## src/rtl/fetch_prefetch_queue.sv

```systemverilog
`default_nettype none
// ============================================================================
// Module   : fetch_prefetch_queue
// Function : Instruction-fetch front end. Owns the program counter, issues
//            requests to a synchronous program memory and buffers returned
//            instructions (tagged with their PC) in a DEPTH-entry queue that
//            decode drains through a valid/ready handshake. Supports jump
//            redirect with flush, halt freeze and decode back-pressure.
// Revision : 1.0 - initial release
// ============================================================================
module fetch_prefetch_queue #(
  parameter int                ADDR_W   = 16,
  parameter int                INSTR_W  = 16,
  parameter int                DEPTH    = 4,
  parameter int                PC_STEP  = 2,
  parameter logic [ADDR_W-1:0] RESET_PC = '0
) (
  input  logic                       clk,
  input  logic                       rst,
  output logic                       imem_req,
  output logic [ADDR_W-1:0]          imem_addr,
  input  logic [INSTR_W-1:0]         imem_data,
  input  logic                       redirect,
  input  logic [ADDR_W-1:0]          redirect_pc,
  input  logic                       halt_sys,
  output logic                       out_valid,
  input  logic                       out_ready,
  output logic [INSTR_W-1:0]         out_instr,
  output logic [ADDR_W-1:0]          out_pc,
  output logic [$clog2(DEPTH+1)-1:0] occupancy
);

  localparam int                PTR_W = $clog2(DEPTH);
  localparam int                CNT_W = $clog2(DEPTH+1);
  localparam logic [ADDR_W-1:0] STEP  = ADDR_W'(PC_STEP);

  logic [ADDR_W-1:0]  fetch_pc;
  logic               inflight;
  logic [ADDR_W-1:0]  inflight_pc;
  logic [PTR_W-1:0]   wr_ptr;
  logic [PTR_W-1:0]   rd_ptr;
  logic [CNT_W-1:0]   count;
  logic [INSTR_W-1:0] instr_q [DEPTH];
  logic [ADDR_W-1:0]  pc_q    [DEPTH];

  logic               deq;
  logic               enq;
  logic [CNT_W:0]     credit_sum;

  // Handshake, credit check and request decision
  always_comb begin
    out_valid  = (count != '0) & ~halt_sys;
    deq        = out_valid & out_ready;
    // An inflight response that lands during a redirect belongs to the old path
    enq        = inflight & ~redirect;
    // Slots already promised: queued entries plus the response on its way,
    // minus the one leaving this cycle. Never underflows since deq needs count>0.
    credit_sum = {1'b0, count} + (CNT_W+1)'(inflight) - (CNT_W+1)'(deq);
    // Gating with rst keeps the request low while reset is held
    imem_req   = rst & ~halt_sys & ~redirect & (credit_sum < (CNT_W+1)'(DEPTH));
  end

  assign imem_addr = fetch_pc;
  assign out_instr = instr_q[rd_ptr];
  assign out_pc    = pc_q[rd_ptr];
  assign occupancy = count;

  // PC, inflight tracking and queue pointer/count control
  always_ff @(posedge clk or negedge rst) begin
    if (!rst) begin
      fetch_pc    <= RESET_PC;
      inflight    <= 1'b0;
      inflight_pc <= '0;
      wr_ptr      <= '0;
      rd_ptr      <= '0;
      count       <= '0;
    end else begin
      // A request is never made in a redirect cycle, so this also kills
      // the old-path response tracking
      inflight <= imem_req;
      if (imem_req) begin
        inflight_pc <= fetch_pc;
      end

      if (redirect) begin
        fetch_pc <= redirect_pc;
        wr_ptr   <= '0;
        rd_ptr   <= '0;
        count    <= '0;
      end else begin
        if (imem_req) begin
          fetch_pc <= fetch_pc + STEP;
        end
        if (enq) begin
          wr_ptr <= wr_ptr + PTR_W'(1);
        end
        if (deq) begin
          rd_ptr <= rd_ptr + PTR_W'(1);
        end
        count <= count + CNT_W'(enq) - CNT_W'(deq);
      end
    end
  end

  // Queue storage: capture the response with its PC at the write pointer
  always_ff @(posedge clk or negedge rst) begin
    if (!rst) begin
      for (int i = 0; i < DEPTH; i++) begin
        instr_q[i] <= '0;
        pc_q[i]    <= '0;
      end
    end else if (enq) begin
      instr_q[wr_ptr] <= imem_data;
      pc_q[wr_ptr]    <= inflight_pc;
    end
  end

endmodule
`default_nettype wire

```

## config.mk

```make
export PLATFORM = sky130hd
export DESIGN_NAME = fetch_prefetch_queue
export DESIGN_NICKNAME = d
export VERILOG_FILES = /design/src/rtl/fetch_prefetch_queue.sv
export SDC_FILE = /design/constraint.sdc
export NUM_CORES = 1
export LEC_CHECK = 0
export CORE_MARGIN = 10
export CORE_UTILIZATION = 42
export CTS_BUF_LIST = sky130_fd_sc_hd__clkbuf_16
export CTS_CLUSTER_DIAMETER = 150
export CTS_CLUSTER_SIZE = 24
export DETAILED_ROUTE_END_ITERATION = 12
export DONT_BUFFER_PORTS = 1
export GPL_TIMING_DRIVEN = 0
export PLACE_DENSITY_LB_ADDON = 0.1
export SYNTH_ARGS = -nofsm -noshare
export SYNTH_HDL_FRONTEND = slang
export SYNTH_SLANG_ARGS = --single-unit
```

## constraint.sdc

```tcl
create_clock -name clk -period 3.65 [get_ports clk]
set_input_delay 0.5475 -clock clk [delete_from_list [all_inputs] [get_ports clk]]
set_output_delay 0.5475 -clock clk [all_outputs]
set_load 0.02 [all_outputs]
```

==> results of run 1 <==
metal layers:
metal | wire length (um) | up-vias | GRT usage [%] | share of wire, %
met5 | 0 | - | 0 | 0
met4 | 156 | 0 | 4.27 | 0.96
met3 | 1030 | 12 | 5.30 | 6.3
met2 | 8030 | 69 | 22.0 | 49
met1 | 7060 | 2203 | 17.4 | 43
li1 | - | 1859 | - | -
registers in the layout (all words and copies together), names as in the netlist:
register,flops
instr_q,64
pc_q,64
occupancy,3
imem_addr,16
wr_ptr,2
inflight,1
rd_ptr,2
inflight_pc,16
what timing repair did:
action | in CTS | in global routing
setup endpoints to repair | 8 | 1
resized for setup | 3 | 3
hold endpoints to repair | 168 | 168
setup buffers | 1 | 0
pin swaps | 1 | 0
critical path, cell delays in order, from the launching register on:
cell,delay (ns)
dfrtp_2,0.48
nor3_2,0.09
nor3b_2,0.24
ha_1,0.18
inv_1,0.04
ha_1,0.27
and3b_4,0.19
o211a_1,0.25
o211ai_4,0.34
buf_4,0.26
inv_1,0.15
synthesized netlist by cell type, types with 2 or more instances:
cell       count
nand3_1        2
clkbuf_1       7
a31oi_1        4
o2111ai_1      3
inv_1         12
o211ai_1       4
and4_1         3
buf_2          5
and3_1         5
or3_1          3
mux2_2       145
xor2_1        10
buf_1         13
mux4_2        32
nor2b_1        2
o211ai_2       2
o21ai_0       14
nor2_1        13
or4_1          2
ha_1          10
mux2i_1        2
buf_4          2
nand2_1       18
dfrtp_1      168
xnor2_1        4
cells in the final DEF (no fill, tap or decap), types with 10 or more instances in the layout:
cell type	n
buf_1	13
clkbuf_16	17
dfrtp_1	165
ha_1	10
inv_1	17
mux2_2	145
mux4_2	32
nand2_1	18
nor2_1	13
o21ai_0	14
xor2_1	10
final timing paths:
kind / from / endpoint / slack [ns]
min: rst / instr_q[51] / -0.17
max in group asynchronous: rst / occupancy[2] / 3.58
min in group clk: redirect_pc[1] / imem_addr[1] / 0.25
min reg2reg: pc_q[29] / pc_q[29] / 0.50
max: occupancy[1] / imem_req / 0.18
max reg2reg: occupancy[1] / imem_addr[15] / 0.83
stage by stage:
step / utilization, % / TNS, ns / setup WS [ns]
final: 48.2 / 0 / 0.184
after global routing: 48.2 / 0 / 0.000633
after CTS: 48.2 / 0 / 0.0287
after detailed placement: 44.8 / -0.235 / -0.233
after global placement: 44.8 / -0.237 / -0.237
after floorplan: - / 0 / 0.488
report_power, final:
part / internal [W] / switching, W / total, W
sequential: 0.00227 / 0.000358 / 0.00263
clock: 0.00106 / 0.000689 / 0.00174
combinational: 0.000661 / 0.000725 / 0.00139
total: 0.00399 / 0.00177 / 0.00576
kinds of logic (layout without fill, tap and decap cells):
group	after synthesis	count (layout)	share of synthesized area [%]
multiplexers	179	179	31.6
AND/OR/NAND/NOR	52	52	3.68
flip-flops	168	168	56.0
AO/OA/AOI/OAI	31	31	2.93
XOR/XNOR	14	14	1.63
buffers and inverters	40	72	2.28
adder cells (fa/ha/maj)	11	11	1.93
final cells by class:
class | instances | area, um^2 | area share [%]
Multi-Input combinational cell | 287 | 3160 | 37.6
Clock buffer | 17 | 425 | 5.07
Timing Repair Buffer | 1 | 7.51 | 0.0894
Clock inverter | 14 | 144 | 1.71
Buffer | 28 | 126 | 1.51
Tap cell | 225 | 282 | 3.35
Sequential cell | 168 | 4210 | 50.1
Inverter | 12 | 45.0 | 0.537
==> out/metrics.cfg, run 1 <==
[clock_network]
cts_made_buffers = 17
clock-sinks = 168
clk_pin_slew_ns = 0.06
ctsHtreeMaxLevel = 4
cts_buffer_depth = 2
worstSkewPairLatency_ns = 0.42
cts-root-buf = clkbuf_16
cts_tree = done

[hold_path]
holdCritPathClass = primary input to asynchronous set/reset pin

[yosys]
yosysTopAreaCell = dfrtp_1
ys_seq_area_share_pct = 56.0
syn_inst = 495
avgSynthCellArea_um2 = 15.2
synth_top_area_share_pct = 56.0
synth_edf_count = 0
synthesis.nets = 543
synth_cell_types = 35
synth_area_um2 = 7510
yosys-top-cells-area = dfrtp_1 (56%), mux2_2 (22%), mux4_2 (9.6%)
synth_ff_type = dfrtp_1
yosys_warnings = 0
ys_ff_latch = 168
synth_async_sr_flop_share_pct = 100

[routing]
drc_errors = 0
detail-route-antenna-nets = 0
viasPerCell = 5.51
vias = 4143
drtIter0Drc = 141
wl_per_cell_um = 21.6
routed_wl_mm = 16.3
drt_first_pass_iters = 4

[timing]
setup_viol = 0
hold_violations = 168
fin_crit_ns = 3.47
max_slew_margin_pct = 47.8
finalCritPeriodShare_pct = 95.0
worst_pin_slew_ns = 0.784
finalClockSkew_ns = 0.0107
max_freq_ghz = 0.289
whs_ns = -0.174
slew_viol_final = 0
rsz0062_at_grt = no

[placed_design]
portBuffers = 0
dp_hpwl_mm = 11.2
placed_cells = 720
place.gp.congestion = 0.756
postPlaceCellArea_um2 = 7790

[global_routing]
gr-total-overflow = 0
grt_pass1_vias = 4412
antenna_found_initial = 0
track_usage_pct = 14.0
grt_max_degree = 170
grt_pass1_wl_mm = 25.9

[cells_and_area]
final_nets = 563
num_antenna_cells = 0
area_growth_pct = 11.7
nFillCells = 1535
final_area_um2 = 8390
drive_above_1_share_pct = 41.9
stdcell_count = 752

[die]
start_util_pct = 43.1
die_area_um2 = 23600
core_um2 = 17400
num_io_pins = 90
die_h_um = 154
fp-row-count = 48
dieWidth_um = 154

[power_and_ir_drop]
leakage_nw = 3.86
irDropWorstVdd_mv = 0.335
power.density_nw_per_um2 = 686
power_w = 0.00576

[worst_setup_path]
critPathLaunchType = register
cp.arrival_ns = 2.92
reg2reg_depth = 11
crit_required_ns = 3.10
worstPathMaxFanout = 10
end_kind = output pin
worst-setup-path-type = register to output pin

[run]
drv_cap = 0

[status]
status = finished, violations left
violations = hold timing

No activity file was read; power rests on OpenSTA's default activity.
==> inputs of run 2 (changes only) <==
CORE_UTILIZATION = 35   (was 42)
==> run 2 against run 1 <==
Compared with the run above: the flow still finishes with violations (hold timing); power decreased by 0.22%; register-to-register slack got worse by 0.12 ns; global-route usage decreased by 1.3 points; sequential share of layout area decreased by 0.36 points; largest power group unchanged.
==> out/metrics.cfg, run 2 (synthesized netlist as in run 1, its figures left out) <==
[status]
status = finished, violations left
violations = hold timing

[timing]
hold_violations = 168  ; unchanged
slew_viol_final = 0  ; unchanged
rsz0062_at_grt = no
setup_ws_ns = 0.191  ; +0.00741 ns
finalClockSkew_ns = 0.00827  ; -0.00245 ns
fin_setup_tns_ns = 0  ; unchanged
fin_crit_ns = 3.46  ; -0.00741 ns
finalCritPeriodShare_pct = 94.8  ; -0.20 points
max_slew_margin_pct = 45.3  ; -2.5 points
worst_pin_slew_ns = 0.821  ; +0.0374 ns
whs_ns = -0.176  ; -0.00178 ns
max_freq_ghz = 0.289  ; +0.21%
setup_viol = 0  ; unchanged

[clock_network]
cts-root-buf = clkbuf_16
worstSkewPairLatency_ns = 0.42  ; about the same
clock-sinks = 168  ; unchanged
ctsHtreeMaxLevel = 4  ; unchanged
cts_buffer_depth = 2  ; unchanged
cts_made_buffers = 17  ; unchanged
clk_pin_slew_ns = 0.07  ; about the same
cts_tree = done

[global_routing]
grt_pass1_wl_mm = 27.7  ; +7.0%
grt_pass1_vias = 4573  ; +3.6%
gr-total-overflow = 0  ; unchanged
antenna_found_initial = 0  ; unchanged
grt_max_degree = 170  ; unchanged
track_usage_pct = 12.7  ; -1.3 points

[placed_design]
portBuffers = 0  ; unchanged
dp_hpwl_mm = 11.8  ; +6.1%
place.gp.congestion = 0.758  ; +0.21%
place_worst_setup_slack_ns = -0.315  ; -0.0816 ns

[power_and_ir_drop]
leakage_nw = 3.85  ; -0.38%
irDropWorstVdd_mv = 0.297  ; -11%
power_w = 0.00574  ; -0.22%
power.density_nw_per_um2 = 680  ; -0.89%

[routing]
drtIter0Drc = 203  ; +44%
viasPerCell = 5.22  ; -5.3%
vias = 4196  ; +1.3%
drc_errors = 0  ; unchanged
detail-route-antenna-nets = 0  ; unchanged
routed_wl_mm = 17.3  ; +6.6%
wl_per_cell_um = 21.6  ; -0.33%
drt_first_pass_iters = 4  ; unchanged

[die]
core_um2 = 21100  ; +21%
die_h_um = 167  ; +8.3%
fp-row-count = 53  ; +10%
die_area_um2 = 27700  ; +17%
start_util_pct = 35.6  ; -7.5 points
num_io_pins = 90  ; unchanged
dieWidth_um = 167  ; +8.3%

[worst_setup_path]
end_kind = output pin
crit_required_ns = 3.10  ; about the same
worst-setup-path-type = register to output pin
worstPathMaxFanout = 10  ; unchanged
reg2reg_slack_ns = 0.71  ; -0.12 ns
cp.arrival_ns = 2.91  ; about the same
reg2reg_depth = 11  ; unchanged
r2r-start = occupancy[0]
regToRegEndpoint = imem_addr[15]
critPathLaunchType = register

[cells_and_area]
num_antenna_cells = 0  ; unchanged
final_common_cell = dfrtp_1
area_growth_pct = 12.5
final_nets = 564  ; +0.18%
most-common-layout-cells = dfrtp_1 (167), mux2_2 (145), mux4_2 (32), nand2_1 (18), clkbuf_16 (17)
utilization_pct = 40.1  ; -8.1 points
reg_top3 = instr_q: 64 flops, pc_q: 64 flops
drive_above_1_share_pct = 41.6  ; -0.35 points

[run]
drv_cap = 0  ; unchanged

[hold_path]
holdCritPathClass = primary input to asynchronous set/reset pin

## run 2: cell type report
| class | instances | area, um^2 |
|---|---|---|
| Fill cell | 1976 | 12600 |
| Timing Repair Buffer | 2 | 15.0 |
| Buffer | 28 | 126 |
| Clock inverter | 15 | 138 |
| Inverter | 12 | 45.0 |
| Multi-Input combinational cell | 287 | 3150 |
| Sequential cell | 168 | 4210 |
| Clock buffer | 17 | 425 |
| Tap cell | 275 | 344 |
## run 2: worst max-delay path by stage
stage	start	to	slack, ns	depth (start not counted)
6_report	occupancy[0]	imem_req	0.19	10
5_1_grt	occupancy[0]	imem_req	0.002	10
4_1_cts	occupancy[0]	imem_req	0.15	10
3_5_place_dp	occupancy[1]	imem_req	-0.32	10
3_3_place_gp	occupancy[1]	imem_req	-0.29	10
2_1_floorplan	occupancy[1]	imem_req	0.49	10
## run 2: worst max-delay path, cell delays in order (launching register included)
cell and delay, ns:
dfrtp_1 0.53, nor3_1 0.12, nor3b_2 0.28, ha_1 0.20, inv_1 0.05, ha_1 0.26
and3b_4 0.19, o211a_1 0.25, o211ai_4 0.21, buf_4 0.22, inv_1 0.17
## run 2: metal layers
metal / up-vias / global-route usage [%] / wire, um / share of wire (%)
met4: 0 / 2.86 / 104 / 0.60
met5: - / 0 / 0 / 0
met1: 2246 / 15.8 / 7650 / 44
met2: 83 / 20.0 / 8280 / 48
met3: 7 / 5.46 / 1320 / 7.6
li1: 1860 / - / - / -
## run 2: stage by stage
stage	area [um^2]	instances
floorplan	7510	495
global placement	7860	770
detailed placement	7860	770
CTS	8450	804
global route	8450	804
finish	8450	804
## run 2: repair_timing
item / CTS / global route
setup buffers: 2 / 0
setup endpoints to repair: 8 / 0
resized for setup: 3 / 0
endpoints found under the hold margin: 168 / 168
## run 2: power by group
part           internal (W)  switching (W)
Sequential          0.00227       0.000351
Combinational      0.000661       0.000733
Clock              0.000997       0.000737
